--- src/rtl/riscv_v_uop_sequencer_pkg.sv ---
// Shared types for the vector uop sequencer: SEW encoding, FSM states, elements-per-uop helper.
// Pure declarations; no latency or backpressure of its own.
package riscv_v_pkg;

    typedef enum logic [1:0] {
        E8  = 2'd0,
        E16 = 2'd1,
        E32 = 2'd2,
        E64 = 2'd3
    } sew_e;

    typedef enum logic {
        IDLE = 1'b0,
        RUN  = 1'b1
    } seq_state_e;

    // Elements of width SEW that fit in one lane word.
    function automatic int epu_f(input sew_e sew, input int data_w);
        return data_w >> (3 + int'(sew));
    endfunction

endpackage

--- src/rtl/riscv_v_uop_sequencer_if.sv ---
// Instruction-in / uop-out bundle of the sequencer; slave = sequencer, master = issuer and lane.
// Both directions use valid/ready; the master must hold payload while valid && !ready.
interface riscv_v_uop_sequencer_if
    import riscv_v_pkg::*;
#(
    parameter int VLEN   = 128,
    parameter int DATA_W = 64,
    parameter int TAG_W  = 4
);
    localparam int VL_W   = $clog2(VLEN) + 1;
    localparam int UIDX_W = $clog2(VLEN * 8 / DATA_W);
    localparam int BE_W   = DATA_W / 8;

    logic              in_valid;
    logic              in_ready;
    logic [VL_W-1:0]   in_vl;
    sew_e              in_sew;
    logic [TAG_W-1:0]  in_tag;

    logic              out_valid;
    logic              out_ready;
    logic [UIDX_W-1:0] out_idx;
    logic              out_first;
    logic              out_last;
    logic [BE_W-1:0]   out_be;
    sew_e              out_sew;
    logic [TAG_W-1:0]  out_tag;

    modport slave (
        input  in_valid, in_vl, in_sew, in_tag, out_ready,
        output in_ready, out_valid, out_idx, out_first, out_last, out_be, out_sew, out_tag
    );

    modport master (
        output in_valid, in_vl, in_sew, in_tag, out_ready,
        input  in_ready, out_valid, out_idx, out_first, out_last, out_be, out_sew, out_tag
    );

endinterface

--- src/rtl/riscv_v_uop_sequencer_tail_mask_gen.sv ---
// Tail byte-enable mask for a uop: all ones unless last, then the low (rem << sew) bytes.
// Purely combinational, zero latency; no handshake.
module riscv_v_tail_mask_gen
    import riscv_v_pkg::*;
#(
    parameter int VL_W = 8,
    parameter int BE_W = 8
) (
    input  logic [VL_W-1:0] rem,
    input  sew_e            sew,
    input  logic            last,
    output logic [BE_W-1:0] be
);

    logic [VL_W+2:0] nbytes;

    always_comb begin
        nbytes = {3'b000, rem} << sew;
        be     = '0;
        for (int i = 0; i < BE_W; i++) begin
            be[i] = !last || ((VL_W + 3)'(i) < nbytes);
        end
    end

endmodule

--- src/rtl/riscv_v_uop_sequencer.sv ---
// Splits one vector instruction (vl, SEW) into DATA_W-wide uops; uop 0 appears the cycle after accept.
// Uop outputs hold while out_ready is low; a new instruction is taken only when idle or on the last uop's fire.
module riscv_v_uop_sequencer
    import riscv_v_pkg::*;
#(
    parameter int VLEN   = 128,
    parameter int DATA_W = 64,
    parameter int TAG_W  = 4
) (
    input  logic                    clk,
    input  logic                    rst_n,
    input  logic                    flush,
    riscv_v_uop_sequencer_if.slave  io
);

    localparam int VL_W   = $clog2(VLEN) + 1;
    localparam int UIDX_W = $clog2(VLEN * 8 / DATA_W);
    localparam int BE_W   = DATA_W / 8;

    seq_state_e        state_q, state_d;
    logic [VL_W-1:0]   rem_q,   rem_d;
    logic [UIDX_W-1:0] idx_q,   idx_d;
    sew_e              sew_q,   sew_d;
    logic [TAG_W-1:0]  tag_q,   tag_d;

    logic              out_valid;
    logic              out_last;
    logic              fire;
    logic              in_ready;
    logic              accept;
    logic [VL_W-1:0]   epu;
    logic [BE_W-1:0]   tail_be;

    assign epu       = VL_W'(epu_f(sew_q, DATA_W));
    assign out_valid = (state_q == RUN);
    assign out_last  = out_valid && (rem_q <= epu);
    assign fire      = out_valid && io.out_ready;
    assign in_ready  = !flush && ((state_q == IDLE) || (fire && out_last));
    assign accept    = io.in_valid && in_ready;

    always_comb begin
        state_d = state_q;
        rem_d   = rem_q;
        idx_d   = idx_q;
        sew_d   = sew_q;
        tag_d   = tag_q;
        if (flush) begin
            state_d = IDLE;
            rem_d   = '0;
            idx_d   = '0;
        end else begin
            if (fire) begin
                rem_d = rem_q - epu;
                idx_d = idx_q + 1'b1;
                if (out_last) begin
                    state_d = IDLE;
                    rem_d   = '0;
                    idx_d   = '0;
                end
            end
            // A zero-length instruction is consumed here without producing any uop.
            if (accept) begin
                rem_d = '0;
                idx_d = '0;
                if (io.in_vl != '0) begin
                    state_d = RUN;
                    rem_d   = io.in_vl;
                    sew_d   = io.in_sew;
                    tag_d   = io.in_tag;
                end else begin
                    state_d = IDLE;
                end
            end
        end
    end

    always_ff @(posedge clk or negedge rst_n) begin
        if (!rst_n) begin
            state_q <= IDLE;
            rem_q   <= '0;
            idx_q   <= '0;
            sew_q   <= E8;
            tag_q   <= '0;
        end else begin
            state_q <= state_d;
            rem_q   <= rem_d;
            idx_q   <= idx_d;
            sew_q   <= sew_d;
            tag_q   <= tag_d;
        end
    end

    riscv_v_tail_mask_gen #(
        .VL_W (VL_W),
        .BE_W (BE_W)
    ) u_tail_mask (
        .rem  (rem_q),
        .sew  (sew_q),
        .last (out_last),
        .be   (tail_be)
    );

    // Downstream stage enable is out_valid && out_ready; its flush is tied to the same flush.
    assign io.in_ready  = in_ready;
    assign io.out_valid = out_valid;
    assign io.out_idx   = idx_q;
    assign io.out_first = out_valid && (idx_q == '0);
    assign io.out_last  = out_last;
    assign io.out_be    = out_valid ? tail_be : '0;
    assign io.out_sew   = sew_q;
    assign io.out_tag   = tag_q;

endmodule
--- src/flat_wrapper.sv ---
// flat-port wrapper written by rule: the top's interface ports become plain ports
module riscv_v_uop_sequencer_flat import riscv_v_pkg::*;
#(
    parameter int VLEN   = 128,
    parameter int DATA_W = 64,
    parameter int TAG_W  = 4
)
  (clk, rst_n, flush, io_in_valid, io_in_vl, io_in_sew, io_in_tag, io_out_ready, io_in_ready, io_out_valid, io_out_idx, io_out_first, io_out_last, io_out_be, io_out_sew, io_out_tag);
  riscv_v_uop_sequencer_if #(.VLEN(VLEN), .DATA_W(DATA_W), .TAG_W(TAG_W)) io_i ();
  input  logic clk;
  input  logic rst_n;
  input  logic flush;
  input wire logic [$bits(io_i.in_valid)-1:0] io_in_valid;
  input wire logic [$bits(io_i.in_vl)-1:0] io_in_vl;
  input wire logic [$bits(io_i.in_sew)-1:0] io_in_sew;
  input wire logic [$bits(io_i.in_tag)-1:0] io_in_tag;
  input wire logic [$bits(io_i.out_ready)-1:0] io_out_ready;
  output wire logic [$bits(io_i.in_ready)-1:0] io_in_ready;
  output wire logic [$bits(io_i.out_valid)-1:0] io_out_valid;
  output wire logic [$bits(io_i.out_idx)-1:0] io_out_idx;
  output wire logic [$bits(io_i.out_first)-1:0] io_out_first;
  output wire logic [$bits(io_i.out_last)-1:0] io_out_last;
  output wire logic [$bits(io_i.out_be)-1:0] io_out_be;
  output wire logic [$bits(io_i.out_sew)-1:0] io_out_sew;
  output wire logic [$bits(io_i.out_tag)-1:0] io_out_tag;
  assign io_i.in_valid = io_in_valid;
  assign io_i.in_vl = io_in_vl;
  assign io_i.in_sew = io_in_sew;
  assign io_i.in_tag = io_in_tag;
  assign io_i.out_ready = io_out_ready;
  assign io_in_ready = io_i.in_ready;
  assign io_out_valid = io_i.out_valid;
  assign io_out_idx = io_i.out_idx;
  assign io_out_first = io_i.out_first;
  assign io_out_last = io_i.out_last;
  assign io_out_be = io_i.out_be;
  assign io_out_sew = io_i.out_sew;
  assign io_out_tag = io_i.out_tag;
  riscv_v_uop_sequencer #(.VLEN(VLEN), .DATA_W(DATA_W), .TAG_W(TAG_W)) u_core (.clk(clk), .rst_n(rst_n), .flush(flush), .io(io_i));
endmodule
--- config.mk ---
export PLATFORM = sky130hd
export DESIGN_NAME = riscv_v_uop_sequencer_flat
export DESIGN_NICKNAME = d
export VERILOG_FILES = /design/src/rtl/riscv_v_uop_sequencer_pkg.sv /design/src/rtl/riscv_v_uop_sequencer_if.sv /design/src/rtl/riscv_v_uop_sequencer_tail_mask_gen.sv /design/src/rtl/riscv_v_uop_sequencer.sv /design/src/flat_wrapper.sv
export SDC_FILE = /design/constraint.sdc
export NUM_CORES = 1
export LEC_CHECK = 0
export CORE_MARGIN = 2
export CORE_UTILIZATION = 51
export DETAILED_ROUTE_END_ITERATION = 8
export PLACE_DENSITY = 0.85
export SETUP_SLACK_MARGIN = 0.4
export SYNTH_ARGS = -nofsm -noshare
export SYNTH_HDL_FRONTEND = slang
export SYNTH_SLANG_ARGS = --single-unit
--- constraint.sdc ---
create_clock -name clk -period 4.53 [get_ports clk]
set_clock_uncertainty 0.2 [all_clocks]
set_input_delay 0.453 -clock clk [delete_from_list [all_inputs] [get_ports clk]]
set_output_delay 0.453 -clock clk [all_outputs]
set_load 0.01 [all_outputs]
Word level (Yosys, flattened, before mapping):

Cells that the tools add are included.

* input bits: 19
* output and inout port bits: 22
* register bits: 19

* bitwise gates (word level): 2
* add/sub/neg operators: 3
* magnitude comparators: 9
* shift-type cells: 2
* muxes and demuxes: 15
* reductions and logical operators: 23

Operator list (number)
* $mux W8: 6
* $lt A3 B11 Y1 const A: 4
* $shr A7 B32 Y8 const A: 1
* $lt A1 B11 Y1 const A: 2
* $lt A2 B11 Y1 const A: 2
* $mux W4: 4
* $shl A8 B2 Y11: 1
* $logic_or A1 B1 Y1: 9
* $le A8 B8 Y1: 1
* $reduce_bool A8 Y1: 1
* $sub A8 B8 Y8: 1
* $logic_and A1 B1 Y1: 6
* $reduce_bool A3 Y1: 2
* $mux W1: 5
* $add A4 B1 Y4 const B: 1
* $logic_not A4 Y1: 1
* $add A2 B2 Y3 const A: 1
* $reduce_and A3 Y1: 1
* $logic_not A1 Y1: 2
* $not A1 Y1: 2
* $reduce_and A2 Y1: 1

Depth between registers and ports, before layout:

* depth after elaboration: 10
* depth in mapped cells: 11
* gate-level depth less buffers: 9

By module:

A second synthesis with hierarchy kept.

* cells, all modules: 154
* area total of the unflattened synthesis: 1453.9 um^2

By module, submodules not included
* riscv_v_uop_sequencer: seq. area each 475.5 um^2, cells an instance 125, instances 1, area each 1249.9 um^2
* riscv_v_tail_mask_gen: seq. area each 0.0 um^2, cells an instance 29, instances 1, area each 203.9 um^2

Least setup slack after synthesis:

Ideal clock, no wire load.

* kind: flip-flop to output port
* start point: register u_core.sew_q[0] (netlist: u_core.io.out_sew[0])
* end point: output io_out_be[6]
* path buffers: 1
* arrival time: 2.442 ns
* required time: 3.877 ns
* path slack: 1.435 ns
* stages on the path, launching flop included: 11
* cell sequence: dfrtp_1 > clkbuf_1 > and2_1 > ha_1 > inv_1 > fa_1 > nand3_1 > a21oi_4 > a2111oi_4 > a21oi_2 > a41o_1

* cells in the longest elaborated chain, start to end: 7
* elaborated cells on any way between the ends: 9
* classes of those cells: add/sub (1); order compare (2); shift (2); mux (1); reduce/logical (3)

Ends and longest elaborated chain
* from (decl): line riscv_v_uop_sequencer.sv:23 `sew_e sew_q, sew_d;`
* from (signal assigned): line riscv_v_uop_sequencer.sv:88 `sew_q <= sew_d;`
* $add A2 B2 Y3: line riscv_v_uop_sequencer_pkg.sv:19 `return data_w >> (3 + int'(sew));`
* $shr A7 B32 Y8: line riscv_v_uop_sequencer_pkg.sv:19
* $le A8 B8 Y1: line riscv_v_uop_sequencer.sv:36 `assign out_last = out_valid && (rem_q <= epu);`
* $logic_and A1 B1 Y1: line riscv_v_uop_sequencer.sv:36
* $logic_not A1 Y1: line riscv_v_uop_sequencer_tail_mask_gen.sv:21 `be[i] = !last || ((VL_W + 3)'(i) < nbytes);`
* $logic_or A1 B1 Y1 *: line riscv_v_uop_sequencer_tail_mask_gen.sv:21
* $mux W8 *: line riscv_v_uop_sequencer.sv:109 `assign io.out_be = out_valid ? tail_be : '0;`
* to (decl): line flat_wrapper.sv:23 `output wire logic [$bits(io_i.out_be)-1:0] io_out_be;`

Mark *: on every way between the ends. The rest lies on a longest branch, timed or not.

Final worst setup path:

* start point: register u_core.sew_q[1] (netlist: u_core.io.out_sew[1])
* end point: output io_out_be[1]

The elaborated chain is that of the path after synthesis.

==> run_results.csv <==
group,metric,value,unit
status,status,"finished clean",
detailed_routing,drt-pass1-iter-count,5,
detailed_routing,vias,1336,
logic_synthesis,synth_flop_cell,"dfrtp_1",
detailed_routing,wl_met3,179,µm
critical_path,path_class,"reg -> out",
clock_tree,clk_pin_slew_worst_paths,120,ps
power_and_ir_drop,p_per_area,685,nW/µm²
timing,finalCritPeriodShare,85.9,%
detailed_routing,drtIter0Drc,45,
logic_synthesis,synthesis.area,1450,µm²
die,start_util,53.0,%
timing,finalCriticalPeriod,3890,ps
critical_path,max_stage_delay,520,ps
clock_tree,cts.sinks,19,
die,dieArea,3290,µm²
critical_path,r2r_cells,9,
min_path,hold_path_class,"reg -> reg",
logic_synthesis,synthArstFlopShare,100,%
detailed_routing,ant_nets,0,
die,die_w,57.3,µm
critical_path,path_depth,10,
critical_path,reg2reg_from,"u_core.io.out_sew[1]",
power_and_ir_drop,p_leak,0.789,nW
die,fp.dieH,57.3,µm
final_layout,post-route-util,69.3,%
critical_path,start_kind,"flop",
global_route,grt_usage,22.8,%
timing,whs,326,ps
logic_synthesis,postSynthCellCount,150,
die,core_area,2730,µm²
final_layout,num-nets-final,216,
timing,slew_viol_final,0,
timing,fin_setup_tns,0,ps
critical_path,cp_data_arrival_time,3240,ps
global_route,overflow,0,
timing,slew_headroom,40.5,%
logic_synthesis,synth_top_cell_by_area,"dfrtp_1",
timing,rsz0062_at_grt,"no",
detailed_routing,post-route-drc-count,0,
logic_synthesis,yosysUniqueCellTypes,44,
timing,hold_viol_final,0,
logic_synthesis,syn-num-nets,176,
timing,setup_slack,637,ps
critical_path,path_cells,"and2_1, ha_1, inv_1, fa_1, nand3_1, a21oi_4, a2111oi_4, a41o_1, o31ai_1, clkdlybuf4s50_1",
min_path,hold_depth,1,
timing,fmax,257,MHz
critical_path,crit_slowest_cell,"dfrtp_1",
clock_tree,cts_setup_buffers,0,
power_and_ir_drop,peakVddDrop,0.000484,V
clock_tree,cts_root_buf,"clkbuf_4",
final_layout,drive_gt1_share,12.7,%
final_layout,syn_to_final_growth,30.6,%
clock_tree,cts_tree,"built",
detailed_routing,route.met2.wl,1760,µm
critical_path,r2r_slack,1480,ps
critical_path,required,3880,ps
detailed_routing,drt-met1-wl,1520,µm
detailed_routing,via_per_inst,6.07,
final_layout,antennaDiodeCount,0,
timing,tightest_slew,890,ps
critical_path,path_buf_inv,2,
run,maxCapViolCount,0,
global_route,grt_pass1_vias,1254,
clock_tree,cts-resized-gates,0,
clock_tree,cts_buffers,3,
critical_path,crit_fanout,10,
die,rows,19,
critical_path,critPathCaptureType,"output pin",
critical_path,rr_endpoint,"u_core.rem_q[2]",
timing,setup_viol,0,
global_route,grt_pass1_wl,5840,µm
clock_tree,clock_latency,310,ps
placement,portBuffers,40,
global_route,grt_max_degree,20,
detailed_routing,detail_route.wl_per_cell,16.0,µm
critical_path,crit_end,"io_out_be[1]",
logic_synthesis,synth.avg_cell_area,9.67,µm²
logic_synthesis,synth.top_cell.area_share,32.8,%
logic_synthesis,ys_ff_latch,19,
logic_synthesis,seq_area_frac_synth,32.8,%
logic_synthesis,ys_warn_count,0,
logic_synthesis,synthTopCellsByArea,"dfrtp_1 33%, mux2_4 6.2%, ha_1 5.2%",
clock_tree,clk_path_buf_depth,2,
placement,dp_cells,216,
final_layout,finalNonFillerCells,220,
detailed_routing,drt-total-wl,3510,µm
detailed_routing,top_layer_used,"met4",
die,io_pins,41,
placement,place.gp.congestion,0.884,
critical_path,cp_top_family,"compound AO/OA/AOI/OAI gates",
placement,hpwl,2660,µm
global_route,antenna_found_initial,0,
clock_tree,ctsHoldBuffers,0,
critical_path,crit_path_start,"u_core.io.out_sew[1]",
placement,dpl_worst_slack,966,ps
clock_tree,ctsHtreeMaxLevel,1,
logic_synthesis,synth_edf_count,0,
## cells in the mapped netlist, types with 2 or more instances
cell type	count
nor2b_1	4
mux2_4	6
a41o_1	2
nand2b_1	3
nand3_1	6
clkbuf_1	4
o31ai_1	2
nor4b_1	3
ha_1	6
nor3_1	4
xnor2_1	2
nor2_1	9
or4_1	3
inv_1	8
a21o_1	4
a2111oi_4	2
and2_1	2
a221o_1	5
nand2_1	14
a21oi_1	6
o21bai_1	2
a211oi_1	2
dfrtp_1	19
o21ai_0	10
a21oi_2	3
## state kept, by name, indices dropped and copies added, names as in the netlist
register / flops
u_core.io.out_valid: 1
u_core.rem_q: 8
u_core.io.out_tag: 4
u_core.io.out_sew: 2
u_core.io.out_idx: 4
## stage by stage
step | total power, mW | instance area (µm²)
5_1_grt | 1.40 | 1890
3_5_place_dp | 1.20 | 1870
6_report | 1.30 | 1890
3_3_place_gp | 1.16 | 1870
4_1_cts | 1.29 | 1890
2_1_floorplan | 0.906 | 1450
## cells by family after synthesis
family | share of synthesized area, %
AO/OA/AOI/OAI | 26.7
adder cells (fa/ha/maj) | 6.56
AND/OR/NAND/NOR | 21.7
XOR/XNOR | 1.21
multiplexers | 6.90
flip-flops | 32.8
buffers and inverters | 4.23
## worst register-to-register path, cell delays in order, from the launching register on
cell and delay (ps):
dfrtp_1 520, and2_1 180, ha_1 160, inv_1 50
fa_1 400, nand3_1 180, a21oi_4 140, a2111oi_4 700
nor4b_1 130, a221o_1 290
## layer usage
layer  track usage (%)  vias to the layer above
met2              37.1                       43
met3              3.63                        6
met1              31.2                      653
met4              7.31                        0
met5                 0                        -
li1                  -                      634
## cell usage in the layout (no fill, tap or decap), types with 2 or more instances in the layout
cell type        instances
nand2b_1                 3
a21oi_1                  6
clkdlybuf4s50_1         40
xnor2_1                  2
clkbuf_4                 3
nor3_1                   4
a21oi_2                  3
o31ai_1                  2
ha_1                     6
dfrtp_1                 18
a2111oi_4                2
nand2_1                 14
a211oi_1                 2
nor2b_1                  4
mux2_4                   6
nor2_1                   9
a41o_1                   2
a21o_1                   4
nor4b_1                  3
o21bai_1                 2
nand3_1                  6
or4_1                    3
and2_1                   2
inv_1                    8
o21ai_0                 10
a221o_1                  5
## worst min-delay path by stage
stage                                 endpoint            startpoint  slack, ps
after floorplan           u_core.io.out_idx[0]                 rst_n        -40
after global placement    u_core.io.out_tag[3]  u_core.io.out_tag[3]        290
after detailed placement  u_core.io.out_tag[3]  u_core.io.out_tag[3]        300
after CTS                 u_core.io.out_tag[3]  u_core.io.out_tag[3]        330
after global routing      u_core.io.out_tag[3]  u_core.io.out_tag[3]        350
final                     u_core.io.out_tag[3]  u_core.io.out_tag[3]        330
## layout make-up
| type | instances | area [µm²] |
|---|---|---|
| clock inverters | 1 | 5.00 |
| repair buffers | 41 | 408 |
| fillers | 209 | 840 |
| flip-flops and latches | 19 | 477 |
| well taps | 31 | 38.8 |
| multi-input cells | 117 | 913 |
| clock buffers | 3 | 22.5 |
| inverters | 8 | 30.0 |
## power by group
group / internal, mW / switching (mW) / total [mW]
clock network: 0.0330 / 0.0579 / 0.0909
registers: 0.225 / 0.101 / 0.326
logic: 0.458 / 0.422 / 0.881
Power figures use the tool's default switching activity.
